**src/rtl/result_writeback.sv**
```systemverilog
// Avalon-MM write initiator: snapshots the result vector on start and writes it back two results per 64-bit word.
// Latency: start sampled at edge 0, writes in cycles 1..NUM_RESULTS/2, done from cycle NUM_RESULTS/2+1 (+1 per stall cycle).
// Backpressure: mm_waitrequest freezes address/data/byteenable; the next word loads only on an accepted transfer.
module result_writeback #(
  parameter logic [31:0] BASE_ADDR    = 32'd9,
  parameter int          NUM_RESULTS  = 8,
  parameter int          RESULT_WIDTH = 24
) (
  input  logic                                  clk,
  input  logic                                  rst_n,
  input  logic                                  start,
  input  logic [NUM_RESULTS*RESULT_WIDTH-1:0]   c_in,
  output logic [31:0]                           mm_address,
  output logic                                  mm_write,
  output logic [63:0]                           mm_writedata,
  output logic [7:0]                            mm_byteenable,
  input  logic                                  mm_waitrequest,
  output logic                                  busy,
  output logic                                  done,
  output logic [$clog2(NUM_RESULTS/2):0]        words_written
);

  localparam int NW = NUM_RESULTS / 2;
  localparam int RW = RESULT_WIDTH;
  localparam int CW = $clog2(NW) + 1;
  localparam int IW = (NW > 1) ? $clog2(NW) : 1;

  typedef enum logic [1:0] {
    S_IDLE  = 2'd0,
    S_WRITE = 2'd1,
    S_DONE  = 2'd2
  } state_t;

  state_t                        r_state;
  state_t                        w_next;

  logic [NUM_RESULTS*RW-1:0]     r_c;
  logic [IW-1:0]                 r_idx;
  logic [CW-1:0]                 r_cnt;
  logic [31:0]                   r_addr;
  logic                          r_write;
  logic [63:0]                   r_data;
  logic [7:0]                    r_be;
  logic                          r_busy;
  logic                          r_done;

  logic                          w_accept;
  logic                          w_launch;
  logic                          w_last;
  logic [IW-1:0]                 w_nidx;
  logic [63:0]                   w_start_word;
  logic [63:0]                   w_words [NW];

  assign w_accept = r_write & ~mm_waitrequest;
  assign w_launch = (r_state != S_WRITE) & start;
  assign w_last   = (r_idx == IW'(NW - 1));
  // Index of the following word; held at 0 on the last word so the lookup never leaves the table.
  assign w_nidx   = w_last ? '0 : (r_idx + IW'(1));

  // Word 0 comes straight from c_in because the shadow copy is loaded on the same edge.
  always_comb begin
    w_start_word            = '0;
    w_start_word[RW-1:0]    = c_in[RW-1:0];
    w_start_word[32 +: RW]  = c_in[RW +: RW];
  end

  // Zero-extended word table built from the snapshot, two results per word.
  always_comb begin
    for (int k = 0; k < NW; k++) begin
      w_words[k]            = '0;
      w_words[k][RW-1:0]    = r_c[(2*k)*RW +: RW];
      w_words[k][32 +: RW]  = r_c[(2*k+1)*RW +: RW];
    end
  end

  // State register.
  always_ff @(posedge clk or negedge rst_n) begin
    if (!rst_n) begin
      r_state <= S_IDLE;
    end else begin
      r_state <= w_next;
    end
  end

  // Next-state: start only honoured outside WRITE; WRITE ends on acceptance of the last word.
  always_comb begin
    w_next = r_state;
    case (r_state)
      S_IDLE:  if (start) w_next = S_WRITE;
      S_WRITE: if (w_accept && w_last) w_next = S_DONE;
      S_DONE:  if (start) w_next = S_WRITE;
      default: w_next = S_IDLE;
    endcase
  end

  // Datapath and registered bus outputs: launch, advance on accept, finish after the last word.
  always_ff @(posedge clk or negedge rst_n) begin
    if (!rst_n) begin
      r_c     <= '0;
      r_idx   <= '0;
      r_cnt   <= '0;
      r_addr  <= BASE_ADDR;
      r_write <= 1'b0;
      r_data  <= '0;
      r_be    <= 8'h00;
      r_busy  <= 1'b0;
      r_done  <= 1'b0;
    end else if (w_launch) begin
      r_c     <= c_in;
      r_idx   <= '0;
      r_cnt   <= '0;
      r_addr  <= BASE_ADDR;
      r_write <= 1'b1;
      r_data  <= w_start_word;
      r_be    <= 8'hFF;
      r_busy  <= 1'b1;
      r_done  <= 1'b0;
    end else if ((r_state == S_WRITE) && w_accept) begin
      r_cnt <= r_cnt + CW'(1);
      if (w_last) begin
        r_write <= 1'b0;
        r_be    <= 8'h00;
        r_busy  <= 1'b0;
        r_done  <= 1'b1;
      end else begin
        r_idx   <= w_nidx;
        r_addr  <= r_addr + 32'd1;
        r_data  <= w_words[w_nidx];
      end
    end
  end

  assign mm_address    = r_addr;
  assign mm_write      = r_write;
  assign mm_writedata  = r_data;
  assign mm_byteenable = r_be;
  assign busy          = r_busy;
  assign done          = r_done;
  assign words_written = r_cnt;

endmodule

```
**config.mk**
```make
export PLATFORM = sky130hd
export DESIGN_NAME = result_writeback
export DESIGN_NICKNAME = d
export VERILOG_FILES = /design/src/rtl/result_writeback.sv
export SDC_FILE = /design/constraint.sdc
export NUM_CORES = 1
export LEC_CHECK = 0
export CAP_MARGIN = 20
export CORE_MARGIN = 3
export CORE_UTILIZATION = 40
export CTS_BUF_LIST = sky130_fd_sc_hd__clkbuf_4 sky130_fd_sc_hd__clkbuf_8
export DETAILED_ROUTE_END_ITERATION = 8
export PLACE_DENSITY = 0.67
export SYNTH_ARGS = -nofsm -noshare
export SYNTH_HDL_FRONTEND = slang
export SYNTH_SLANG_ARGS = --single-unit
```
**constraint.sdc**
```tcl
create_clock -name clk -period 2.4 [get_ports clk]
set_input_delay 0.48 -clock clk [delete_from_list [all_inputs] [get_ports clk]]
set_output_delay 0.48 -clock clk [all_outputs]
set_load 0.01 [all_outputs]
```
==> flow_summary.yaml <==
logic_synthesis:
  main_combinational_cell_family_by_area_after_synthesis: "simple AND/OR/NAND/NOR gates"
  synth_flop_cell: "sky130_fd_sc_hd__dfrtp_1"
  synth_simple_gate_area_share_pct: 22.62
  ys_async_sr_fraction_pct: 100.0
  seq_area_frac_synth_pct: 55.56
  postSynthAreaPerCell_sq_um: 9.907
  yosysUniqueCellTypes: 46
  post-synth-top-area-fraction_pct: 55.14
  netlist_area_sq_um: 12660
  syn_inst: 1278
  synth_area_leaders: "sky130_fd_sc_hd__dfrtp_1 55%, sky130_fd_sc_hd__nand2_1 16%, sky130_fd_sc_hd__mux4_2 8.5%, sky130_fd_sc_hd__a21oi_1 2.4%, sky130_fd_sc_hd__clkbuf_1 2.2%"
  yosys_register_bits: 281
  synth.mux.area_fraction_pct: 9.349
  yosys.area_share.xor_xnor_pct: 0.5534
  synth_adder_area_share_pct: 0.2965
  synth_edf_count: 0
  synth_largest_area_cell: "sky130_fd_sc_hd__dfrtp_1"
  synth_compound_gate_area_share_pct: 7.343
  yosys_warnings: 0
placement:
  post-dp-hpwl_mm: 24.27
  globalplace.congestion: 0.8510
  placed_instance_area_sq_um: 16210
  io_buf_count: 289
clock_tree:
  cts_setup_buffers: 0
  clock_latency_of_the_later_clocked_register_in_the_worst_skew_pair_ns: 0.55
  total_clock_buffers_created_by_cts: 49
  cts_num_sinks: 281
  cts_tree: "built"
  clk_root_buffer_cell: "sky130_fd_sc_hd__clkbuf_8"
  cts.htree.levels: 2
  ctsLongestPathBuffers: 3
  clk_pin_slew_worst_paths_ns: 0.06
power:
  power_density_normalized_to_cell_area_nw_per_um2: 1249
  power.leakage_nw: 8.237
  report.power.total_mw: 21.66
  peak_supply_drop_uv: 738.6
detailed_routing:
  drt_iter0_markers: 667
  drc_errors: 0
  vias: 10364
  via_per_inst: 5.164
  avgRoutedWirePerCell_microns: 17.67
  first_pass_detailed_route_iteration_total: 5
  number_of_routed_nets_with_antenna_violations: 0
  finalWirelength_mm: 35.47
cells_and_area:
  most-common-layout-cells: "541 x sky130_fd_sc_hd__nand2_1, 288 x sky130_fd_sc_hd__clkdlybuf4s50_1, 279 x sky130_fd_sc_hd__dfrtp_1, 65 x sky130_fd_sc_hd__clkbuf_8, 59 x sky130_fd_sc_hd__a21oi_1"
  layout_overhead_on_the_synthesized_area_pct: 36.99
  num-nets-final: 1770
  proportion_of_layout_cells_with_a_drive_suffix_above_1_pct: 12.67
  num-fill-cells: 2666
  post-route-cell-area_sq_um: 17340
  seq_area_sq_um: 7034
  multi_input_area_sq_um: 5191
  final_common_cell: "sky130_fd_sc_hd__nand2_1"
global_routing:
  antenna_violations_before_repair: 3
  groute.usage.overall_pct: 20.66
  first_global_vias: 10415
  overflow: 0
  grt_pass1_wl_mm: 56.12
  grt_start_max_net_pins: 98
setup_path:
  cp_data_required_time_ns: 2.84
  cp_max_fo: 12
  critical_path.startpoint_type: "register"
  criticalPathCategory: "register to register"
  end_kind: "register"
  reg2reg_slack_ns: 0.16
  r2r-start: "mm_address[0]"
  ff2ff_path_depth: 5
  crit-reg2reg-capture: "mm_address[26]"
  worst_path_arrival_ns: 2.68
sta:
  timing.final.crit_period_ns: 2.242
  slew_violations: 0
  fmaxAchievable_mhz: 446.1
  grt_setup_unrepaired: "false"
  hold_violations: 0
  tcrit_tclk_final_pct: 93.40
  clock-skew-final_ns: 0.02126
  finalSetupViolations: 0
  fin_tns_setup_ns: 0
min_path:
  worstHoldPathType: "primary input to asynchronous set/reset pin"
floorplanning:
  row_count: 64
  dieArea_sq_um: 33820
  fp.dieW_microns: 183.9
  dieHeight_microns: 183.9
  initial_utilization_pct: 40.96
  design.portCount: 306
  coreArea_sq_um: 30910
run:
  max_cap_viol_count: 0
outcome:
  status: "finished clean"
==> metal layers <==
layer	up-vias	GRT usage (%)	wire length, microns
met4	4	5.534	753
met1	5106	27.99	15240
met3	57	4.887	2378
li1	4876	-	-
met5	-	0	28
met2	321	33.71	17070
==> cell type report <==
cell class / count / area share [%]
well taps: 396 / 2.857
multi-input cells: 898 / 29.93
diodes: 1 / 0.01443
clock inverters: 5 / 0.4545
inverters: 5 / 0.1082
flip-flops and latches: 281 / 40.56
repair buffers: 336 / 20.05
clock buffers: 85 / 6.024
==> Yosys cell counts, types with 2 or more instances <==
master and count:
sky130_fd_sc_hd__nand2_1 542, sky130_fd_sc_hd__dfrtp_1 279, sky130_fd_sc_hd__clkbuf_1 74, sky130_fd_sc_hd__a21oi_1 60, sky130_fd_sc_hd__mux4_2 48, sky130_fd_sc_hd__nor2_1 35
sky130_fd_sc_hd__and3_1 28, sky130_fd_sc_hd__a21o_1 27, sky130_fd_sc_hd__a221o_1 27, sky130_fd_sc_hd__buf_4 26, sky130_fd_sc_hd__or4_1 13, sky130_fd_sc_hd__nand3_1 10
sky130_fd_sc_hd__nand4_1 10, sky130_fd_sc_hd__o31ai_1 10, sky130_fd_sc_hd__nor4_1 9, sky130_fd_sc_hd__mux2i_1 8, sky130_fd_sc_hd__nand2b_1 8, sky130_fd_sc_hd__inv_1 5
sky130_fd_sc_hd__o21ai_0 5, sky130_fd_sc_hd__buf_1 4, sky130_fd_sc_hd__buf_2 4, sky130_fd_sc_hd__nor4b_1 4, sky130_fd_sc_hd__xnor2_1 4, sky130_fd_sc_hd__xor2_1 4
sky130_fd_sc_hd__and4_1 3, sky130_fd_sc_hd__ha_1 3, sky130_fd_sc_hd__o41ai_1 3, sky130_fd_sc_hd__or3_1 3, sky130_fd_sc_hd__dfstp_2 2, sky130_fd_sc_hd__mux2_2 2
sky130_fd_sc_hd__nand4_2 2, sky130_fd_sc_hd__or3b_2 2
==> kinds of logic after synthesis <==
logic type | count (synthesis)
mux | 58
flops | 281
fa+ha+maj | 3
xor+xnor | 8
buf+inv | 114
other cells | 1
simple gates | 678
compound gates | 135
==> how the worst max path moves through the flow <==
stage                         startpoint             end  slack (ns)  cells past startpoint
after floorplan            mm_address[0]  mm_address[26]        0.06                      6
after global placement    mm_waitrequest  mm_address[26]        0.11                      6
after detailed placement  mm_waitrequest  mm_address[26]        0.07                      6
after CTS                  mm_address[0]   mm_address[0]        0.13                      2
after global routing       mm_address[0]  mm_address[26]        0.03                      5
final                      mm_address[0]  mm_address[26]        0.16                      5
==> critical path: stages, from the launching register on <==
cell and delay (ns):
sky130_fd_sc_hd__dfstp_2 0.53, sky130_fd_sc_hd__ha_1 0.21, sky130_fd_sc_hd__nand3_2 0.10, sky130_fd_sc_hd__or4_4 0.62, sky130_fd_sc_hd__nor4_1 0.31, sky130_fd_sc_hd__mux2_2 0.36
==> registers in the layout, summed over array words and instances, names as in the netlist <==
| signal | count |
|---|---|
| r_state | 2 |
| mm_byteenable | 1 |
| words_written | 3 |
| mm_address | 32 |
| done | 1 |
| mm_writedata | 48 |
| r_idx | 2 |
| r_c | 192 |
==> per-stage QoR <==
step	cells	setup WS [ns]	utilization, %	hold WS (ns)
6_report	2007	0.1585	56.11	0.4428
2_1_floorplan	1293	0.06284	-	0.1844
4_1_cts	2006	0.1281	56.10	0.4151
3_3_place_gp	1915	0.1050	52.44	0.4391
5_1_grt	2007	0.03084	56.11	0.4241
3_5_place_dp	1915	0.06675	52.44	0.4430
==> power breakdown <==
group / switching (mW) / total (mW) / internal (mW)
logic: 4.22 / 8.84 / 4.62
registers: 1.14 / 7.95 / 6.81
clock network: 1.93 / 4.87 / 2.94
total: 7.29 / 21.7 / 14.4
==> timing repair <==
item / CTS / global route
gates resized for setup: 0 / 0
endpoints found under the hold margin: 42 / 0
hold buffers: 1 / 0
(Power assumes the default switching activity.)
==> variant 1 (same settings) <==
The 3 states of `state_t` get a one-hot encoding in 3 bits.
--- a/src/rtl/result_writeback.sv
+++ b/src/rtl/result_writeback.sv
@@ -25,10 +25,10 @@
   localparam int CW = $clog2(NW) + 1;
   localparam int IW = (NW > 1) ? $clog2(NW) : 1;
 
-  typedef enum logic [1:0] {
-    S_IDLE  = 2'd0,
-    S_WRITE = 2'd1,
-    S_DONE  = 2'd2
+  typedef enum logic [2:0] {
+    S_IDLE  = 3'b001,
+    S_WRITE = 3'b010,
+    S_DONE  = 3'b100
   } state_t;
 
   state_t                        r_state;
Behaviour: same outputs for any inputs over 4 cycles, from zero or initial values and one cycle with rst_n low; so few cycles prove little.
==> variant 1 against the unedited design <==
- count of clock-buffer cells in the layout unchanged
- setup slack gained 0.015 ns
- global-route usage shrank 0.22 points
- area after synthesis increased by 0.45%
- critical path type is now reg2out
- cell area down 0.74%
- highest routed layer unchanged
- total power down 26%
- sequential cell count increased by 1
- wire length fell by 0.87%
- cell count hardly changed
==> variant 1: results (changes against the unedited design) <==
detailed placement HPWL=23560 µm (-2.9%); layout cells sized above 1=0.1142 (-0.01249); synthesized netlist cell count=1295 (+1.3%); Max FO, Critical Path=14 (+2); CTS max path bufs=3 (unchanged); clk_skew=0.01469 ns (-0.006570 ns); Commonest cells post-synth=nand2_1, dfrtp_1, clkbuf_1, a21oi_1, mux4_2; Place WS=0.01704 ns (-0.04970 ns); worst vdd ir=0.4094 mV (-45%); Sw Ratio=0.3073 (-0.02925); CTS Hold Buffers Added=1 (unchanged); Slowest-stage cell, CP=clkdlybuf4s50_1; Top reg by flops=r_c; placed cell count=1918 (+0.16%); Synth Warn #=0 (unchanged); # port buffers=289 (unchanged); Post-CTS Resized=0 (unchanged); fillers=2681 (+0.56%); Routability Congestion=0.8240 (-3.2%); Worst Hold Class=in2reg; r2r setup slk=0.21 ns (+0.05 ns); Tightest Pin Transition=approximately 0.57 ns; Num CTS Buffers=48 (-2.0%); Clock Pin Slew Worst Setup and Hold Paths=0.06 ns (about the same); number of enable flip-flop cells after synthesis=0 (unchanged); initial antenna violation count=1 (-2); status=finished, final reports clean; Crit path max-delay family=buffers and inverters; via count=10310 (-0.51%); drt pass-1 iters=4 (-1); Total GRT Usage=0.2044 (-0.002194); Nets=1772 (+0.11%); first-pass GRT wire length=55520 µm (-1.1%); post-synthesis sequential area ratio=0.5551 (about the same); Routed WL=35160 µm (-0.87%); async set-reset flop share out of synthesis=1.000 (unchanged); Starting DRT DRC Count=741 (+11%); synth unique cells=41 (-11%); CTS H-Tree Depth=2 (unchanged); max reg flops=192 (unchanged); Post-CTS Setup Bufs=0 (unchanged); CP Data Arrival Time=1.75 ns (-0.93 ns); routed length per instance=17.51 µm (-0.91%); multi-input logic area=0.005234 mm² (+0.82%); largest net degree at the start of global routing=123 (+26%); Pleak=8.030 nW (-2.5%); final worst slack=0.1731 ns (+0.01458 ns); most area-consuming cells after synthesis=dfrtp_1, nand2_1, mux4_2, a21oi_1, clkbuf_1; Area after DPL=0.01615 mm² (-0.39%); clock root cell=clkbuf_8; insertion delay to the later sink of the worst-skew pair=0.55 ns (about the same); worst hold slack=0.4515 ns (+0.008693 ns); CP max stage delay=0.62 ns (about the same)
[variant 1: tightest hold or removal path, delay by kind of cell]
kind / cells / cell delay, ns
buf+inv: 1 / 0.39
simple gates: 2 / 0.09
[variant 1: area by class of cell]
type	instances	share of cell area
inverter	4	0.0008722
multi-input combinational	913	0.3040
timing repair buffer	324	0.1946
tap	396	0.02878
clock inverter	3	0.001090
clock buffer	85	0.06032
antenna	1	0.0001454
sequential	282	0.4101
[variant 1: final timing paths]
kind	from	cells after the start	endpoint
setup reg to reg	r_idx[0]	5	mm_address[14]
min in group asynchronous	rst_n	2	mm_address[20]
hold / removal	c_in[104]	3	r_c[104]
setup / recovery	mm_byteenable[6]	1	mm_byteenable[4]
max in group asynchronous	rst_n	3	mm_writedata[0]
hold reg to reg	r_c[76]	2	r_c[76]
[variant 1: layer usage]
layer / global-route usage / vias up / wire (µm)
met2: 0.3286 / 312 / 16780
met3: 0.04460 / 43 / 2207
met4: 0.04536 / 2 / 427
met1: 0.2873 / 5045 / 15730
met5: 0 / - / 13
li1: - / 4909 / -
[variant 1: power groups by stage]
stage | clock network, mW | logic (mW) | registers [mW]
finish | 4.62 | 4.80 | 6.62
floorplan | 0 | 2.77 | 6.60
CTS | 4.74 | 4.88 | 6.61
global route | 4.98 | 5.30 | 6.75
detailed placement | 0 | 4.86 | 6.68
global placement | 0 | 4.76 | 6.64
[variant 1: cell families (layout without fill, tap and decap cells)]
family | Yosys count | count (layout) | share of synthesized area
xor gates and xnor gates | 5 | 5 | 0.003443
muxes | 52 | 52 | 0.08815
AOI/OAI and AO/OA | 153 | 153 | 0.08087
and+or+nand+nor | 684 | 684 | 0.2272
buffers and inverters | 115 | 416 | 0.04201
other | 1 | 17 | 0.0002948
adders and majority gates | 3 | 3 | 0.002952
DFF | 282 | 282 | 0.5551
==> variant 2 (same settings) <==
Without the edit above. Change the parameter `NUM_RESULTS` from 8 to 16.
--- a/src/rtl/result_writeback.sv
+++ b/src/rtl/result_writeback.sv
@@ -3,7 +3,7 @@
 // Backpressure: mm_waitrequest freezes address/data/byteenable; the next word loads only on an accepted transfer.
 module result_writeback #(
   parameter logic [31:0] BASE_ADDR    = 32'd9,
-  parameter int          NUM_RESULTS  = 8,
+  parameter int          NUM_RESULTS  = 16,
   parameter int          RESULT_WIDTH = 24
 ) (
   input  logic                                  clk,
Ports: changed (resized c_in and words_written); port bits go from 306 to 499. The function was not compared with the original's and may differ.
==> variant 2 against the unedited design <==
- sequential cell count grew 194
- setup slack got worse by 0.079 ns
- hold slack worse by 0.094 ns
- core utilization is 0.51 points lower
- total power up 72%
- wire length grew 90%
- die area rose by 67%
- area after synthesis grew 69%
- cell area is 69% higher
- critical path type unchanged
- largest cell class unchanged
==> variant 2: results (changes against the unedited design) <==
worst hold slack=0.3483 ns (-0.09446 ns); antenna cells=3 (+2); initial antenna violation count=6 (+3); number of global-route vias before repair=18620 (+79%); via count=18070 (+74%); Pleak=13.98 nW (+70%); r2r setup slk=0.08 ns (-0.08 ns); placed cell count=3331 (+74%); detailed placement HPWL=48250 µm (+99%); P_int=24.24 mW (+69%); max reg flops=384 (+100%); inverter count=3 (-2); Non-Filler Instances=3469 (+73%); first-pass GRT wire length=105100 µm (+87%); Slowest-stage cell, CP=dfrtp_1; Crit path max-delay family=flip-flops; CP Data Arrival Time=2.86 ns (+0.18 ns); post-synthesis sequential area ratio=0.5544 (-0.001213); Total GRT Usage=0.2372 (+0.03062); Max FO, Critical Path=22 (+10); Area after DPL=0.02757 mm² (+70%); Worst Hold Class=in2reg; layout cells sized above 1=0.1199 (-0.006838); Avg Cell Area, Syn=9.595 µm² (-3.1%); Num CTS Buffers=80 (+63%); CTS H-Tree Depth=3 (+1); Signal buf overhead=0.2053 (+0.004740); clk_skew=0.02989 ns (+0.008627 ns); status=finished, final reports clean; clk cell area share=0.05779 (-0.006987); Seq pwr share=0.366 (about the same); Reg area=0.01189 mm² (+69%); fillers=4580 (+72%); Clk power=7.68 mW (+58%); fin crit period=2.320 ns (+0.07891 ns); Die ar.=0.05643 mm² (+67%); Crit. Startpoint=r_idx[0]; Starting DRT DRC Count=1555 (+130%); Gate power share=0.428 (+0.020); synth unique cells=40 (-13%); Routability Congestion=0.8890 (+4.5%); Commonest cells post-synth=nand2_1, dfrtp_1, mux4_2, clkbuf_1, buf_2; routed length per instance=19.43 µm (+9.9%); worst vdd ir=0.5837 mV (-21%); multi-input logic area=0.008848 mm² (+70%); CP max stage delay=0.46 ns (-0.16 ns)
[variant 2: changes by cell type after synthesis, sizes merged, moves of 48 or more]
cell     unedited run  this run
a2bb2oi             0        48
dfrtp             279       473
a221oi              0        48
buf                35        94
nand2             542      1237
mux4               48        96
[variant 2: per-layer routing]
metal | vias to the layer above | part of all wire | global-route usage
met5 | - | 0.00040 | 0
met4 | 4 | 0.024 | 0.07043
met3 | 123 | 0.072 | 0.05488
met2 | 716 | 0.48 | 0.3825
met1 | 8923 | 0.42 | 0.3235
li1 | 8307 | - | -
[variant 2: logic make-up after synthesis]
kind of cell / count (synthesis) / share of synthesized area
and+or+nand+nor: 1324 / 0.2433
adders and majority gates: 4 / 0.002334
xor gates and xnor gates: 7 / 0.002859
AOI/OAI and AO/OA: 139 / 0.05163
other: 1 / 0.0001749
muxes: 108 / 0.1065
buffers and inverters: 177 / 0.03880
DFF: 475 / 0.5544
